### src/rtl/imm_gen_pkg.sv
// Shared opcode constants, immediate format tags and the output buffer state
// encoding for the ID-stage immediate generator.
package imm_gen_pkg;

  // Major opcodes, inst[6:0]
  localparam logic [6:0] LOAD     = 7'b0000011;
  localparam logic [6:0] LOAD_FP  = 7'b0000111;
  localparam logic [6:0] OP_IMM   = 7'b0010011;
  localparam logic [6:0] AUIPC    = 7'b0010111;
  localparam logic [6:0] STORE    = 7'b0100011;
  localparam logic [6:0] STORE_FP = 7'b0100111;
  localparam logic [6:0] OP       = 7'b0110011;
  localparam logic [6:0] LUI      = 7'b0110111;
  localparam logic [6:0] OP_FP    = 7'b1010011;
  localparam logic [6:0] BRANCH   = 7'b1100011;
  localparam logic [6:0] JALR     = 7'b1100111;
  localparam logic [6:0] JAL      = 7'b1101111;
  localparam logic [6:0] SYSTEM   = 7'b1110011;

  // Immediate format carried alongside the value
  typedef enum logic [2:0] {
    IMM_NONE  = 3'd0,
    IMM_I     = 3'd1,
    IMM_S     = 3'd2,
    IMM_B     = 3'd3,
    IMM_U     = 3'd4,
    IMM_J     = 3'd5,
    IMM_SHAMT = 3'd6,
    IMM_CSR   = 3'd7
  } imm_type_e;

  // Occupancy of the 2-entry output buffer
  typedef enum logic [1:0] {
    BUF_EMPTY = 2'd0,
    BUF_ONE   = 2'd1,
    BUF_FULL  = 2'd2
  } buf_state_e;

  localparam int BUF_DEPTH = 2;

endpackage

### src/rtl/imm_decode.sv
// Combinational immediate decoder: extracts the immediate of any base/F
// instruction, extends it to XLEN and reports its format and legality.
module imm_decode
  import imm_gen_pkg::*;
#(
  parameter int XLEN    = 32,
  parameter bit ZIMM_EN = 1'b1
) (
  input  logic [31:0]     inst,
  output logic [XLEN-1:0] imm,
  output imm_type_e       imm_type,
  output logic            illegal
);

  // RV64 shift amounts carry one extra bit
  localparam int SHW = (XLEN == 64) ? 6 : 5;

  logic [6:0] opcode;
  logic [2:0] funct3;

  // Raw fields held as signed so the size casts below sign-extend to XLEN
  logic signed [11:0] raw_i;
  logic signed [11:0] raw_s;
  logic signed [12:0] raw_b;
  logic signed [20:0] raw_j;
  logic signed [31:0] raw_u;

  logic [XLEN-1:0] imm_i;
  logic [XLEN-1:0] imm_s;
  logic [XLEN-1:0] imm_b;
  logic [XLEN-1:0] imm_j;
  logic [XLEN-1:0] imm_u;
  logic [XLEN-1:0] imm_shamt;
  logic [XLEN-1:0] imm_csr;

  assign opcode = inst[6:0];
  assign funct3 = inst[14:12];

  assign raw_i = inst[31:20];
  assign raw_s = {inst[31:25], inst[11:7]};
  assign raw_b = {inst[31], inst[7], inst[30:25], inst[11:8], 1'b0};
  assign raw_j = {inst[31], inst[19:12], inst[20], inst[30:21], 1'b0};
  assign raw_u = {inst[31:12], 12'b0};

  assign imm_i     = XLEN'(raw_i);
  assign imm_s     = XLEN'(raw_s);
  assign imm_b     = XLEN'(raw_b);
  assign imm_j     = XLEN'(raw_j);
  assign imm_u     = XLEN'(raw_u);
  assign imm_shamt = XLEN'(inst[SHW+19:20]);
  // CSR*I forms (funct3[2]=1) expose the 5-bit zimm when enabled, else the CSR address
  assign imm_csr   = (ZIMM_EN && funct3[2]) ? XLEN'(inst[19:15]) : XLEN'(inst[31:20]);

  // Select immediate and format by opcode; anything unknown is flagged illegal with a zero immediate
  always_comb begin
    imm      = '0;
    imm_type = IMM_NONE;
    illegal  = 1'b0;
    if (inst[1:0] != 2'b11) begin
      illegal = 1'b1;
    end else begin
      case (opcode)
        LOAD, LOAD_FP, JALR: begin
          imm      = imm_i;
          imm_type = IMM_I;
        end
        OP_IMM: begin
          if (funct3 == 3'b001 || funct3 == 3'b101) begin
            imm      = imm_shamt;
            imm_type = IMM_SHAMT;
          end else begin
            imm      = imm_i;
            imm_type = IMM_I;
          end
        end
        STORE, STORE_FP: begin
          imm      = imm_s;
          imm_type = IMM_S;
        end
        BRANCH: begin
          imm      = imm_b;
          imm_type = IMM_B;
        end
        JAL: begin
          imm      = imm_j;
          imm_type = IMM_J;
        end
        LUI, AUIPC: begin
          imm      = imm_u;
          imm_type = IMM_U;
        end
        SYSTEM: begin
          imm      = imm_csr;
          imm_type = IMM_CSR;
        end
        OP, OP_FP: begin
          imm      = '0;
          imm_type = IMM_NONE;
        end
        default: begin
          illegal = 1'b1;
        end
      endcase
    end
  end

endmodule

### src/rtl/imm_gen_pipe.sv
// Pipelined immediate generator: decodes on the input handshake, adds the PC
// to form the target and parks results in a 2-entry FIFO so EX can stall or
// flush without losing ordering.
module imm_gen_pipe
  import imm_gen_pkg::*;
#(
  parameter int XLEN    = 32,
  parameter bit ZIMM_EN = 1'b1,
  parameter int TAG_W   = 4
) (
  input  logic             clk,
  input  logic             rst_n,
  input  logic             flush,
  input  logic             in_valid,
  output logic             in_ready,
  input  logic [31:0]      in_inst,
  input  logic [XLEN-1:0]  in_pc,
  input  logic [TAG_W-1:0] in_tag,
  output logic             out_valid,
  input  logic             out_ready,
  output logic [XLEN-1:0]  out_imm,
  output imm_type_e        out_type,
  output logic [XLEN-1:0]  out_target,
  output logic             out_illegal,
  output logic [TAG_W-1:0] out_tag
);

  logic [XLEN-1:0] dec_imm;
  imm_type_e       dec_type;
  logic            dec_illegal;
  logic [XLEN-1:0] dec_target;

  buf_state_e state_reg;
  buf_state_e state_next;
  logic       wr_ptr_reg;
  logic       rd_ptr_reg;
  logic       push;
  logic       pop;

  imm_decode #(
    .XLEN    (XLEN),
    .ZIMM_EN (ZIMM_EN)
  ) u_decode (
    .inst     (in_inst),
    .imm      (dec_imm),
    .imm_type (dec_type),
    .illegal  (dec_illegal)
  );

  // Illegal and NONE entries carry a zero immediate, so their target is simply the PC
  assign dec_target = in_pc + dec_imm;

  // Handshake flags depend only on the registered occupancy
  assign in_ready  = (state_reg != BUF_FULL);
  assign out_valid = (state_reg != BUF_EMPTY);
  // Flush drops a same-cycle input and cancels any pop
  assign push      = in_valid & in_ready & ~flush;
  assign pop       = out_valid & out_ready & ~flush;

  // Occupancy state register
  always_ff @(posedge clk) begin
    if (!rst_n) begin
      state_reg <= BUF_EMPTY;
    end else begin
      state_reg <= state_next;
    end
  end

  // Occupancy next-state: flush empties, otherwise track push/pop
  always_comb begin
    state_next = state_reg;
    if (flush) begin
      state_next = BUF_EMPTY;
    end else begin
      case (state_reg)
        BUF_EMPTY: if (push) state_next = BUF_ONE;
        BUF_ONE: begin
          if (push && !pop)      state_next = BUF_FULL;
          else if (pop && !push) state_next = BUF_EMPTY;
        end
        BUF_FULL:  if (pop) state_next = BUF_ONE;
        default:   state_next = BUF_EMPTY;
      endcase
    end
  end

  // Read/write pointers; both realign to slot 0 whenever the buffer is emptied by force
  always_ff @(posedge clk) begin
    if (!rst_n || flush) begin
      wr_ptr_reg <= 1'b0;
      rd_ptr_reg <= 1'b0;
    end else begin
      if (push) wr_ptr_reg <= ~wr_ptr_reg;
      if (pop)  rd_ptr_reg <= ~rd_ptr_reg;
    end
  end

  for (genvar gi = 0; gi < BUF_DEPTH; gi++) begin : gen_entry
    logic [XLEN-1:0]  imm_reg;
    imm_type_e        type_reg;
    logic [XLEN-1:0]  target_reg;
    logic             illegal_reg;
    logic [TAG_W-1:0] tag_reg;

    // Capture decoded result into this slot when it is the write target
    always_ff @(posedge clk) begin
      if (!rst_n) begin
        imm_reg     <= '0;
        type_reg    <= IMM_NONE;
        target_reg  <= '0;
        illegal_reg <= 1'b0;
        tag_reg     <= '0;
      end else if (push && (wr_ptr_reg == 1'(gi))) begin
        imm_reg     <= dec_imm;
        type_reg    <= dec_type;
        target_reg  <= dec_target;
        illegal_reg <= dec_illegal;
        tag_reg     <= in_tag;
      end
    end
  end

  // Head-of-queue view, forced to zero when empty so stale entries never leak out
  always_comb begin
    out_imm     = '0;
    out_type    = IMM_NONE;
    out_target  = '0;
    out_illegal = 1'b0;
    out_tag     = '0;
    if (out_valid) begin
      if (rd_ptr_reg) begin
        out_imm     = gen_entry[1].imm_reg;
        out_type    = gen_entry[1].type_reg;
        out_target  = gen_entry[1].target_reg;
        out_illegal = gen_entry[1].illegal_reg;
        out_tag     = gen_entry[1].tag_reg;
      end else begin
        out_imm     = gen_entry[0].imm_reg;
        out_type    = gen_entry[0].type_reg;
        out_target  = gen_entry[0].target_reg;
        out_illegal = gen_entry[0].illegal_reg;
        out_tag     = gen_entry[0].tag_reg;
      end
    end
  end

endmodule

### config.mk
export PLATFORM = sky130hd
export DESIGN_NAME = imm_gen_pipe
export DESIGN_NICKNAME = d
export VERILOG_FILES = /design/src/rtl/imm_gen_pkg.sv /design/src/rtl/imm_decode.sv /design/src/rtl/imm_gen_pipe.sv
export SDC_FILE = /design/constraint.sdc
export NUM_CORES = 1
export LEC_CHECK = 0
export ABC_AREA = 1
export BUFFER_PORTS_ARGS = -buffer_cell sky130_fd_sc_hd__buf_4
export CAP_MARGIN = 20
export CORE_MARGIN = 3
export CORE_UTILIZATION = 50
export DETAILED_ROUTE_END_ITERATION = 10
export PLACE_DENSITY_LB_ADDON = 0.25
export SYNTH_ARGS = -nofsm -noshare
export SYNTH_HDL_FRONTEND = slang
export SYNTH_SLANG_ARGS = --single-unit
### constraint.sdc
create_clock -name clk -period 8.9 [get_ports clk]
set_clock_uncertainty 0.2 [all_clocks]
set_input_delay 0.445 -clock clk [delete_from_list [all_inputs] [get_ports clk]]
set_output_delay 0.445 -clock clk [all_outputs]
set_load 0.01 [all_outputs]
-- After elaboration in Yosys (flattened, before gate mapping)
Index checks and enable logic that the tools add are counted.
- register bits after elaboration: 148
- input bits: 73
- output and inout port bits: 74
- logic and storage cells: 85
- add/subtract/negate cells: 1
- equal/unequal tests: 22
- mux-type cells: 24
- bitwise operators: 8
- reductions and logical operators: 17
- operators with widths (cell ; count):
    $pmux 32 s7 ; 1
    $mux 32 ; 6
    $eq 7x7->1 const B ; 5
    $add 32x32->32 ; 1
    $eq 7x6->1 const B ; 4
    $pmux 3 s7 ; 1
    $eq 7x5->1 const B ; 2
    $reduce_or 13->1 ; 1
    $mux 12 ; 1
    $mux 3 ; 4
    $mux 2 ; 4
    $mux 4 ; 2
    $ne 2x2->1 const B ; 4
    $eq 7x2->1 const B ; 1
    $eq 7x3->1 const B ; 1
    $pmux 2 s3 ; 1
    $reduce_or 2->1 ; 3
    $and 1x1->1 ; 4
    $logic_and 1x1->1 ; 4
    $mux 1 ; 4
    $not 1->1 ; 4
    $eq 3x1->1 const B ; 1
    $eq 3x3->1 const B ; 1
    $logic_not 1->1 ; 3
    8 further kinds ; 9

-- Longest topological paths before layout
- depth after elaboration: 8
- depth in mapped cells: 24
- mapped depth without buffers: 23

-- Modules after synthesis
Synthesis repeated with hierarchy kept, for this count alone.
- cell total of the unflattened synthesis: 1677
- area total of the unflattened synthesis: 10074.7 um^2
- by module, submodules not included (module ; instances ; cells each ; area each (um^2) ; seq. area each (um^2)):
    imm_gen_pipe ; 1 ; 1371 ; 8713.4 ; 2962.8
    imm_decode ; 1 ; 306 ; 1361.3 ; 0.0

-- Worst setup path before layout
Ideal clock, no wire load.
- kind: input -> register
- from: input port in_inst[0]
- to: register gen_entry[1].target_reg[22]
- setup time: 0.109 ns
- arrival time: 2.856 ns
- required time: 8.591 ns
- path slack: 5.735 ns
- stages: 21
- path buffers: 0
- path through: nand2_2 nor2_8 nand4_1 nor2_1 nor3_1 o21bai_2 ha_1 inv_1 fa_1 inv_1 nand3_1 nand2_1 nand2_1 nand2_1 nand3_1 nand2_1 nand2_1 nand3_1 nand3_1 nand2_1 inv_1
- word-level cells in the longest chain between the ends: 5
- elaborated cells on any way between the ends: 18
- classes of those cells: 1 x add/sub; 12 x eq/ne; 2 x mux; 3 x reduce/logical
- ends and longest elaborated chain (item ; line ; RTL):
    from (decl) ; imm_gen_pipe.sv:16 ; input logic [31:0] in_inst,
    $eq 7x2->1, or another cell as far along ; imm_decode.sv:62 ; case (opcode)
    $reduce_or 3->1 / $reduce_or 2->1 (equally long branches) ; imm_decode.sv:62 ;
    $pmux 32 s7 ; imm_decode.sv:62 ;
    $mux 32 (*) ; imm_decode.sv:59 ; if (inst[1:0] != 2'b11) begin
    net dec_imm[0] ; imm_gen_pipe.sv:28 ; logic [XLEN-1:0] dec_imm;
    $add 32x32->32 (*) ; imm_gen_pipe.sv:51 ; assign dec_target = in_pc + dec_imm;
    to (signal assigned) ; imm_gen_pipe.sv:116 ; target_reg <= dec_target;
    to (decl) ; imm_gen_pipe.sv:101 ; logic [XLEN-1:0] target_reg;
The timed path passes the listed nets; every way through them passes the cells marked *.
A chain may end at the register's enable or synchronous reset.

-- Worst setup path after layout
- from: input port in_inst[2]
- to: register gen_entry[0].target_reg[26]
- word-level cells in the longest chain between the ends: 5
- elaborated cells on any way between the ends: 17
- classes of those cells: 1 x add/sub; 11 x eq/ne; 2 x mux; 3 x reduce/logical
- ends and longest elaborated chain (item ; line):
    $eq 7x2->1, or another cell as far along ; imm_decode.sv:62
    $reduce_or 3->1 / $reduce_or 2->1 (equally long branches) ; imm_decode.sv:62
    $pmux 32 s7 (*) ; imm_decode.sv:62
    $mux 32 (*) ; imm_decode.sv:59
    net dec_imm[0] ; imm_gen_pipe.sv:28
    $add 32x32->32 (*) ; imm_gen_pipe.sv:51
    to (signal assigned) ; imm_gen_pipe.sv:116
    to (decl) ; imm_gen_pipe.sv:101
Marks and branches as above.

==> results.cfg <==
[outcome]
outcome = finished, final reports clean

[flow_run]
drv.max_cap_violation_count = 0

[worst_setup_path]
cp-start-kind = primary input
crit_path_max_fanout = 8
worst-endpoint-required_ns = 9.02
crit_arrival_ns = 3.72
timing.critical_path.to_type = flop
setup.worst_path.class = primary input to flop

[clock_tree]
clock_tree.buffer_depth = 2
cts_max_level = 4
holdBufCountCts = 0
post-cts-setup-buffer-count = 0
cts_buf_count = 17
tritoncts_num_sinks = 148
clk_pin_slew_worst_paths_ns = 0.06
root_buffer = sky130_fd_sc_hd__clkbuf_16
postCtsResizedCells = 0
clock_latency_ns = 0.42
cts_tree = yes

[logic_synthesis]
synthesis.area_sq_mm = 0.00961
syn-instance-count = 1467
synth_top_flop_cell = sky130_fd_sc_hd__dfxtp_1
distinct_cell_type_count_after_synthesis = 44
asyncSetResetFlopFracSynth_pct = 0
synth_enable_flop_cells = 0
sequential_to_total_area_share_from_yosys_stat_pct = 30.8
synth.net_count = 1573
synth_seq_cells = 148
yosys_warnings = 0
avgSynthCellArea_sq_um = 6.55

[finish]
antennaDiodeCount = 0
layout-drive-gt1-share_pct = 15.2
final_util_pct = 60.6
layout.nets = 1676
area_delta_synth_final_pct = 18.4

[timing]
rsz_0062_raised_after_global_routing = false
setup_viol = 0
period_share_pct = 40.5
maxClockFrequency_mhz = 278
maxSlewHeadroom_pct = 32.4
finalHoldViolations = 0
period_minus_slack_ns = 3.60
totalNegativeSetupSlack_ns = 0
max_slew_violation_count = 0
tightestPinTransition_ns = 1.01

[min_path]
hp-class = primary input to flop

[die]
die_height_um = 145
start_util_pct = 51.2
fp.dieArea_sq_mm = 0.0209
design.portCount = 147
die_span_in_x_um = 145
floorplan.core_area_sq_mm = 0.0188
rows = 50

[routing]
drt_wl_cell_um = 16.5
detailroute.via_count = 9889
drtAntennaViolNets = 0
post-route-drc-count = 0
route.detailed.vias_per_inst = 5.45
drt-total-wl_um = 29900
dr.pass1.iters = 5
drt_iter0_drc = 863

[pwr]
power.static_leakage_nw = 6.05
fin_total_pwr_mw = 1.71
pwr_density_cell_mw_per_mm2 = 150
worst_ir_drop_on_vdd_mv = 0.130

[grt]
grt_antenna_before_repair = 0
global_route.overflow_total = 0
track_usage_pct = 28.6
grt_pass1_vias = 9057
grt_pass1_wl_um = 47000
grt_max_degree = 95

[placed_design]
dp_hpwl_um = 21500
last_weighted_congestion_value_of_the_routability_driven_placer = 0.997
placement.io_buffers = 146
stage by stage:
| stage | instances | setup WS, ns | instance area [sq um] | hold WS [ns] |
|---|---|---|---|---|
| finish | 1816 | 5.30 | 11400 | 0.0531 |
| global route | 1816 | 5.04 | 11400 | 0.0513 |
| CTS | 1816 | 5.37 | 11400 | 0.0442 |
| detailed placement | 1785 | 4.97 | 10800 | 0.248 |
| global placement | 1785 | 5.01 | 10800 | 0.241 |
| floorplan | 1467 | 5.73 | 9610 | 0.230 |
report_power, final:
part,total [mW],internal (mW),switching [mW]
sequential,0.702,0.690,0.0120
clock,0.773,0.484,0.289
combinational,0.237,0.0861,0.151
routing by layer:
metal	track usage (%)	up-vias	routed length, um	share of wire [%]
met5	0	-	0	0
met4	10.2	0	801	2.7
met3	4.13	51	1910	6.4
met2	47.5	360	14100	47
met1	38.1	4532	13100	44
li1	-	4946	-	-
final cells by class:
type | count | area (sq um)
multi-input cells | 956 | 5240
flip-flops and latches | 148 | 2970
fillers | 1831 | 7390
clock inverters | 8 | 148
clock buffers | 23 | 468
inverters | 293 | 1100
repair buffers | 154 | 1160
well taps | 234 | 293
worst paths after layout:
check / startpoint / endpoint / slack (ns) / cells after the start
setup reg to reg: state_reg[1] / gen_entry[1].imm_reg[14] / 5.88 / 11
hold reg to reg: gen_entry[1].target_reg[0] / gen_entry[1].target_reg[0] / 0.25 / 2
setup / recovery: in_inst[2] / gen_entry[0].target_reg[26] / 5.30 / 23
hold / removal: in_tag[1] / gen_entry[0].tag_reg[1] / 0.05 / 3
worst max-delay path, stage by stage:
cell and delay, ns:
sky130_fd_sc_hd__buf_4 0.13, sky130_fd_sc_hd__inv_2 0.06, sky130_fd_sc_hd__nand2_4 0.06, sky130_fd_sc_hd__nor2_8 0.14
sky130_fd_sc_hd__nand4_1 0.16, sky130_fd_sc_hd__nor2_1 0.29, sky130_fd_sc_hd__nor3_1 0.10, sky130_fd_sc_hd__o21bai_2 0.29
sky130_fd_sc_hd__ha_1 0.30, sky130_fd_sc_hd__inv_1 0.09, sky130_fd_sc_hd__fa_1 0.41, sky130_fd_sc_hd__inv_1 0.12
sky130_fd_sc_hd__nand3_1 0.08, sky130_fd_sc_hd__nand2_1 0.15, sky130_fd_sc_hd__nand2_1 0.06, sky130_fd_sc_hd__nand2_1 0.13
sky130_fd_sc_hd__nand2_1 0.07, sky130_fd_sc_hd__nand2_1 0.14, sky130_fd_sc_hd__nand3_1 0.12, sky130_fd_sc_hd__nand3_1 0.15
sky130_fd_sc_hd__nand3_1 0.10, sky130_fd_sc_hd__nand2_1 0.08, sky130_fd_sc_hd__inv_1 0.04
cells by family (layout without fill, tap and decap cells):
group	count (synthesis)	after routing	synth area share, %
compound gates	477	477	28.9
xor+xnor	12	12	1.09
fa+ha+maj	33	33	4.38
buf+inv	363	478	14.7
flops	148	148	30.8
simple gates	434	434	20.1
layout by cell type, fill, tap and decap left out, types with 3 or more instances in the layout:
master	synthesis	layout
sky130_fd_sc_hd__a21o_1	3	3
sky130_fd_sc_hd__a21oi_1	190	190
sky130_fd_sc_hd__buf_4	0	154
sky130_fd_sc_hd__bufinv_16	0	4
sky130_fd_sc_hd__clkbuf_1	46	4
sky130_fd_sc_hd__clkbuf_16	0	17
sky130_fd_sc_hd__clkinv_2	0	3
sky130_fd_sc_hd__dfxtp_1	148	147
sky130_fd_sc_hd__ha_1	32	32
sky130_fd_sc_hd__inv_1	285	285
sky130_fd_sc_hd__inv_2	7	6
sky130_fd_sc_hd__nand2_1	232	232
sky130_fd_sc_hd__nand2_4	5	5
sky130_fd_sc_hd__nand3_1	70	70
sky130_fd_sc_hd__nand3_2	3	3
sky130_fd_sc_hd__nand4_1	15	15
sky130_fd_sc_hd__nor2_1	82	82
sky130_fd_sc_hd__nor2_4	5	6
sky130_fd_sc_hd__nor3_1	10	10
sky130_fd_sc_hd__o211ai_1	10	10
sky130_fd_sc_hd__o21a_1	18	18
sky130_fd_sc_hd__o21ai_0	168	168
sky130_fd_sc_hd__o21ai_1	20	20
sky130_fd_sc_hd__o21ai_2	5	5
sky130_fd_sc_hd__o21ai_4	10	10
sky130_fd_sc_hd__o21bai_1	38	38
sky130_fd_sc_hd__o21bai_2	11	11
sky130_fd_sc_hd__or2_2	3	3
sky130_fd_sc_hd__xor2_1	11	11
cells in the mapped netlist, types with 15 or more instances:
library cell	number	area, sq um
sky130_fd_sc_hd__buf_2	17	85.1
sky130_fd_sc_hd__ha_1	32	400
sky130_fd_sc_hd__clkbuf_1	46	173
sky130_fd_sc_hd__a21oi_1	190	951
sky130_fd_sc_hd__o21bai_1	38	285
sky130_fd_sc_hd__nand2_1	232	871
sky130_fd_sc_hd__nand4_1	15	93.8
sky130_fd_sc_hd__o21a_1	18	135
sky130_fd_sc_hd__nand3_1	70	350
sky130_fd_sc_hd__o21ai_1	20	100
sky130_fd_sc_hd__inv_1	285	1070
sky130_fd_sc_hd__dfxtp_1	148	2960
sky130_fd_sc_hd__o21ai_0	168	841
sky130_fd_sc_hd__nor2_1	82	308
Power figures use the tool's default switching activity.
